File: src/rtl/ctrl_seq_pkg.sv
// Shared types and encodings for the immediate-ALU control sequencer:
// state enum, supported opcodes and the ALU operation codes it emits.
package ctrl_seq_pkg;

  typedef enum logic [2:0] {
    IDLE = 3'd0,
    T0   = 3'd1,
    T1   = 3'd2,
    T2   = 3'd3,
    T3   = 3'd4,
    T4   = 3'd5,
    T5   = 3'd6
  } state_t;

  localparam logic [4:0] OP_ADDI = 5'b01100;
  localparam logic [4:0] OP_ANDI = 5'b01101;
  localparam logic [4:0] OP_ORI  = 5'b01110;

  localparam logic [4:0] ALU_ADD = 5'b00011;
  localparam logic [4:0] ALU_AND = 5'b00101;
  localparam logic [4:0] ALU_OR  = 5'b00110;
  localparam logic [4:0] ALU_INC = 5'b11111;

endpackage

File: src/rtl/imm_alu_decode.sv
// Combinational opcode decode for the immediate-ALU class:
// flags supported opcodes and maps each to its ALU operation.
module imm_alu_decode
  import ctrl_seq_pkg::*;
#(
  parameter int OP_W  = 5,
  parameter int ALU_W = 5
) (
  input  logic [OP_W-1:0]  op,
  output logic             valid,
  output logic [ALU_W-1:0] alu_code
);

  always_comb begin
    valid    = 1'b1;
    alu_code = '0;
    case (op)
      OP_W'(OP_ADDI): alu_code = ALU_W'(ALU_ADD);
      OP_W'(OP_ANDI): alu_code = ALU_W'(ALU_AND);
      OP_W'(OP_ORI):  alu_code = ALU_W'(ALU_OR);
      default:        valid    = 1'b0;
    endcase
  end

endmodule

File: src/rtl/imm_alu_ctrl_seq.sv
// Hardwired fetch/decode/execute sequencer for addi/andi/ori with a
// wait-stretched memory-read step. Optional retired-instruction counter
// is enabled by defining IMM_RETIRE_CNT_EN.
//
// state | meaning
// IDLE  | all strobes low, waiting for run
// T0    | PC to MAR, PC+1 into Z
// T1    | memory read (held MEM_WAIT extra cycles); Z to PC on first cycle
// T2    | MDR to IR
// T3    | decode; Rb to Y for legal ops, illegal pulse otherwise
// T4    | ALU(Y, C) into Z
// T5    | Z to Ra, done pulse, loop or go idle
module imm_alu_ctrl_seq
  import ctrl_seq_pkg::state_t, ctrl_seq_pkg::IDLE, ctrl_seq_pkg::T0,
         ctrl_seq_pkg::T1, ctrl_seq_pkg::T2, ctrl_seq_pkg::T3,
         ctrl_seq_pkg::T4, ctrl_seq_pkg::T5;
#(
  parameter int               OP_W     = 5,
  parameter int               ALU_W    = 5,
  parameter int               MEM_WAIT = 0,
  parameter logic [ALU_W-1:0] ALU_INC  = ALU_W'(ctrl_seq_pkg::ALU_INC)
) (
  input  logic             clock,
  input  logic             clear,
  input  logic             run,
  input  logic             stop,
  input  logic [31:0]      ir,
  output logic             PCOut,
  output logic             MARIn,
  output logic             ZIn,
  output logic             ZLoOut,
  output logic             PCIn,
  output logic             MDRIn,
  output logic             MDROut,
  output logic             IRIn,
  output logic             YIn,
  output logic             COut,
  output logic             memread,
  output logic             Gra,
  output logic             Grb,
  output logic             RIn,
  output logic             ROut,
  output logic [ALU_W-1:0] ALUCode,
  output logic             busy,
  output logic             done,
  output logic             illegal
`ifdef IMM_RETIRE_CNT_EN
  ,
  output logic [31:0]      retired
`endif
);

  localparam logic [3:0] WAIT_INIT = 4'(MEM_WAIT);

  state_t           state, state_nxt;
  logic [3:0]       wait_cnt;
  logic             stop_pending;
  logic [OP_W-1:0]  op_q;
  logic [OP_W-1:0]  dec_op;
  logic             dec_valid;
  logic [ALU_W-1:0] dec_alu;
  logic             unused_ir;

  assign unused_ir = ^ir[31-OP_W:0];

  // One decoder serves both T3 (live IR) and T4 (latched opcode).
  assign dec_op = (state == T3) ? ir[31:32-OP_W] : op_q;

  imm_alu_decode #(.OP_W(OP_W), .ALU_W(ALU_W)) u_decode (
    .op       (dec_op),
    .valid    (dec_valid),
    .alu_code (dec_alu)
  );

  always_ff @(posedge clock) begin
    if (clear) begin
      state        <= IDLE;
      wait_cnt     <= '0;
      stop_pending <= 1'b0;
      op_q         <= '0;
    end else begin
      state <= state_nxt;
      if (state == T0)
        wait_cnt <= WAIT_INIT;
      else if (state == T1 && wait_cnt != 4'd0)
        wait_cnt <= wait_cnt - 4'd1;
      if (state == T3)
        op_q <= ir[31:32-OP_W];
      if ((state == T3 && !dec_valid) || (state == T5 && state_nxt == IDLE))
        stop_pending <= 1'b0;
      else if (stop && (state != IDLE || run))
        stop_pending <= 1'b1;
    end
  end

  always_comb begin
    state_nxt = state;
    PCOut     = 1'b0;
    MARIn     = 1'b0;
    ZIn       = 1'b0;
    ZLoOut    = 1'b0;
    PCIn      = 1'b0;
    MDRIn     = 1'b0;
    MDROut    = 1'b0;
    IRIn      = 1'b0;
    YIn       = 1'b0;
    COut      = 1'b0;
    memread   = 1'b0;
    Gra       = 1'b0;
    Grb       = 1'b0;
    RIn       = 1'b0;
    ROut      = 1'b0;
    ALUCode   = '0;
    done      = 1'b0;
    illegal   = 1'b0;
    case (state)
      IDLE: if (run) state_nxt = T0;
      T0: begin
        PCOut     = 1'b1;
        MARIn     = 1'b1;
        ZIn       = 1'b1;
        ALUCode   = ALU_INC;
        state_nxt = T1;
      end
      T1: begin
        memread = 1'b1;
        MDRIn   = 1'b1;
        // wait_cnt still holds its load value only on the first T1 cycle
        if (wait_cnt == WAIT_INIT) begin
          ZLoOut = 1'b1;
          PCIn   = 1'b1;
        end
        if (wait_cnt == 4'd0) state_nxt = T2;
      end
      T2: begin
        MDROut    = 1'b1;
        IRIn      = 1'b1;
        state_nxt = T3;
      end
      T3: begin
        if (dec_valid) begin
          Grb       = 1'b1;
          ROut      = 1'b1;
          YIn       = 1'b1;
          state_nxt = T4;
        end else begin
          illegal   = 1'b1;
          state_nxt = IDLE;
        end
      end
      T4: begin
        COut      = 1'b1;
        ZIn       = 1'b1;
        ALUCode   = dec_alu;
        state_nxt = T5;
      end
      T5: begin
        ZLoOut    = 1'b1;
        Gra       = 1'b1;
        RIn       = 1'b1;
        done      = 1'b1;
        state_nxt = (run && !stop_pending && !stop) ? T0 : IDLE;
      end
      default: state_nxt = IDLE;
    endcase
  end

  assign busy = (state != IDLE);

`ifdef IMM_RETIRE_CNT_EN
  always_ff @(posedge clock) begin
    if (clear)
      retired <= '0;
    else if (state == T5)
      retired <= retired + 32'd1;
  end
`endif

endmodule

File: config.mk
export PLATFORM = sky130hd
export DESIGN_NAME = imm_alu_ctrl_seq
export DESIGN_NICKNAME = d
export VERILOG_FILES = /design/src/rtl/ctrl_seq_pkg.sv /design/src/rtl/imm_alu_decode.sv /design/src/rtl/imm_alu_ctrl_seq.sv
export SDC_FILE = /design/constraint.sdc
export NUM_CORES = 1
export LEC_CHECK = 0
export ABC_AREA = 1
export CORE_ASPECT_RATIO = 1.2
export CORE_MARGIN = 2
export CORE_UTILIZATION = 42
export CTS_CLUSTER_DIAMETER = 40
export DETAILED_ROUTE_END_ITERATION = 6
export DONT_BUFFER_PORTS = 1
export GPL_TIMING_DRIVEN = 0
export SYNTH_ARGS = -nofsm -noshare
export SYNTH_HDL_FRONTEND = slang
export SYNTH_SLANG_ARGS = --single-unit
File: constraint.sdc
create_clock -name clock -period 1.7 [get_ports clock]
set_clock_uncertainty 0.1 [all_clocks]
set_input_delay 0.255 -clock clock [delete_from_list [all_inputs] [get_ports clock]]
set_output_delay 0.255 -clock clock [all_outputs]
set_load 0.01 [all_outputs]
==> results.yml <==
timing:
  tightestPinTransition_ps: 299
  max-slew-margin-rel: 0.799
  clock.fmax_mhz: 494
  layout_setup_ws_ps: -326
  hold_viol_final: 0
  timing_max_transition_violations_final: 0
  finalCriticalPeriod_ps: 2030
  setup-violations-final: 11
  period_share: 1.19
  rsz_0062_raised_after_global_routing: "true"
global_route:
  total_track_usage: 0.175
  grt_pass1_vias: 692
  grt-ovfl-total: 0
  antenna_violations_before_repair: 0
  grt_pass1_wl_mm: 3.03
  grt_max_degree: 11
critical_path:
  critical_path_required_ps: 1340
  critical_path_depth: 9
  worst_setup_path_startpoint: "state[1]"
  crit_chain: "nor2_4, nand2_4, nand2_2, nand2_2, nand2_4, nor2_4, o211ai_4, inv_2, buf_6"
  setup.reg_to_reg.worst_slack_ps: 40
  timing.critical_path.arrival_ps: 1670
  critical_path.startpoint_type: "flip-flop"
  rr_worst_depth: 11
  timing.critical_path.buf_inv: 2
  crit_path_top_delay_cell: "dfxtp_4"
  critPathTopFamily: "simple AND/OR/NAND/NOR gates"
  critPathCaptureType: "primary output"
  worst_path_largest_cell_delay_ps: 370
  startpoint_of_the_worst_register_to_register_path: "state[1]"
  crit_path_end: "YIn"
  timing.setup.critical_path_class: "flip-flop to primary output"
  worstPathMaxFanout: 8
  rr_endpoint: "stop_pending"
worst_hold_path:
  hold_path_class: "input pin to flip-flop"
placement:
  place_hpwl_mm: 1.36
  port_buffers: 0
  pre_cts_slack_ps: -128
  place_congestion: 0.754
  total_cell_area_at_the_placement_stage_um2: 893
synthesis:
  netlist-cell-type-count: 27
  syn-cell-area_um2: 868
  synthesis_warnings: 0
  synth_cells: 124
  netlist.top_cell.by_area: "dfxtp_1"
  fraction_of_the_yosys_area_taken_by_sequential_cells: 0.300
  synth.ff_latch_count: 13
  synth.area.top_cells: "dfxtp_1 30%, buf_4 7.8%, inv_1 7.3%"
  synth_top_cell_area_share: 0.300
  synth_edf_count: 0
  syn_area_per_cell_um2: 7.00
  synth_fp_nets: 161
  commonest_register_cell_after_synthesis: "dfxtp_1"
  ys_async_sr_fraction: 0
route:
  detailroute.via_count: 809
  routed_via_density: 5.19
  drcViolationCount: 0
  route.antenna.remaining_nets: 0
  iteration_0_drc_count_of_the_detailed_router: 3
  routedWlPerCell_um: 12.9
  detail_route.first_pass.iterations: 4
  finalWirelength_mm: 2.02
final_layout:
  count_of_inserted_antenna_diode_cells: 0
  drive_gt1_frac: 0.566
  postLayoutCoreUtil: 0.595
  mostFrequentLayoutCell: "nand2_2"
  finalNetCount: 174
  mostFrequentLayoutCells: "13 x nand2_2, 12 x inv_1, 10 x dfxtp_1"
  area_overhead_vs_synth_pct: 37.3
  finish.instance_area_mm2: 0.00119
  num-fill-cells: 178
pwr:
  p_comb_frac: 0.320
  flop_pwr_share: 0.425
  p_leak_nw: 0.518
  switching_share_of_total_power: 0.344
  p_total_mw: 0.770
  pwr_per_cell_area_mw_per_mm2: 646
  power.internal_mw: 0.506
  irDropWorstVdd_mv: 0.483
  power_switching_mw: 0.265
  clockPowerShare: 0.255
die:
  rows: 18
  die_area_mm2: 0.00245
  fp.coreArea_mm2: 0.00200
  width_of_the_die_um: 45.5
  initial_core_util: 0.433
  num_io_pins: 59
  chipHeight_um: 53.8
outcome:
  violations_in_the_final_reports: "negative setup slack"
  run_status: "finished, violations left"
clocking:
  clk-insertion-delay-late_ps: 280
  clkSlewWorstSetupHoldPaths_ps: 80
  tritoncts.num_buffers: 3
  cts_num_sinks: 13
  htreeDepth: 1
  tritoncts: "yes"
  number_of_buffers_on_the_longest_clock_path: 2
  cts-root-buf: "clkbuf_4"
job:
  drv.max_cap_violation_count: 0
## flip-flops by register name, summed over array words and instances (netlist names)
register and cells:
state 3, op_q 5, stop_pending 1, wait_cnt 4
## through the flow
stage	setup TNS [ps]	instances	hold slack [ps]
floorplan	0	124	224
detailed placement	-438	144	228
global route	-3310	156	32.6
global placement	-370	144	226
finish	-2050	156	28.9
CTS	-1940	152	28.4
## cells by family (layout without fill, tap and decap cells)
logic type      after synthesis  after routing  share of synthesized area
fa+ha+maj                     1              1                     0.0144
compound gates               19             19                      0.128
flops                        13             13                      0.300
simple gates                 57             57                      0.363
buf+inv                      34             46                      0.195
## cells in the mapped netlist, types with 2 or more instances
library cell,number
nand3_2,2
a21oi_1,9
nor2_4,2
dfxtp_1,13
inv_1,17
nand4_1,2
nand2_1,16
inv_2,7
nor2_2,3
nand3_1,6
nor2_1,9
nand2_2,8
o21ai_0,4
nor3_1,3
buf_4,9
nand3b_1,3
## layout make-up
class | instances | area [um2] | share of cell area
Buffer | 10 | 101 | 0.0850
Clock buffer | 4 | 26.3 | 0.0220
Inverter | 24 | 105 | 0.0881
Multi-Input combinational cell | 77 | 596 | 0.499
Sequential cell | 13 | 269 | 0.226
Tap cell | 20 | 25.0 | 0.0210
Timing Repair Buffer | 8 | 70.1 | 0.0588
## worst min-delay path by stage
stage               cells after the start  slack [ps]    from      end
floorplan                               1         220   clear  op_q[2]
global placement                        1         230   clear  op_q[3]
detailed placement                      1         230   clear  op_q[2]
CTS                                     2          30  ir[29]  op_q[2]
global route                            2          30  ir[30]  op_q[3]
finish                                  2          30  ir[29]  op_q[2]
## repair_timing
action / 4_1_cts / 5_1_grt
resized for setup: 30 / 32
setup buffers: 3 / 4
endpoints found under the setup margin: 17 / 20
hold buffers: 1 / 0
pin swaps: 13 / 20
cloned: 0 / 0
endpoints found under the hold margin: 6 / 0
## routing by layer
metal	vias up	global-route usage	share of wire
li1	411	-	-
met1	368	0.207	0.42
met2	24	0.272	0.48
met3	6	0.0570	0.065
met4	0	0.103	0.027
met5	-	0	0
## power groups by stage
stage,sequential (mW),combinational [mW],clock (mW)
floorplan,0.331,0.132,0
global route,0.329,0.268,0.225
finish,0.328,0.247,0.196
detailed placement,0.333,0.153,0
global placement,0.333,0.152,0
CTS,0.327,0.208,0.201
No activity file was read; power rests on OpenSTA's default activity.
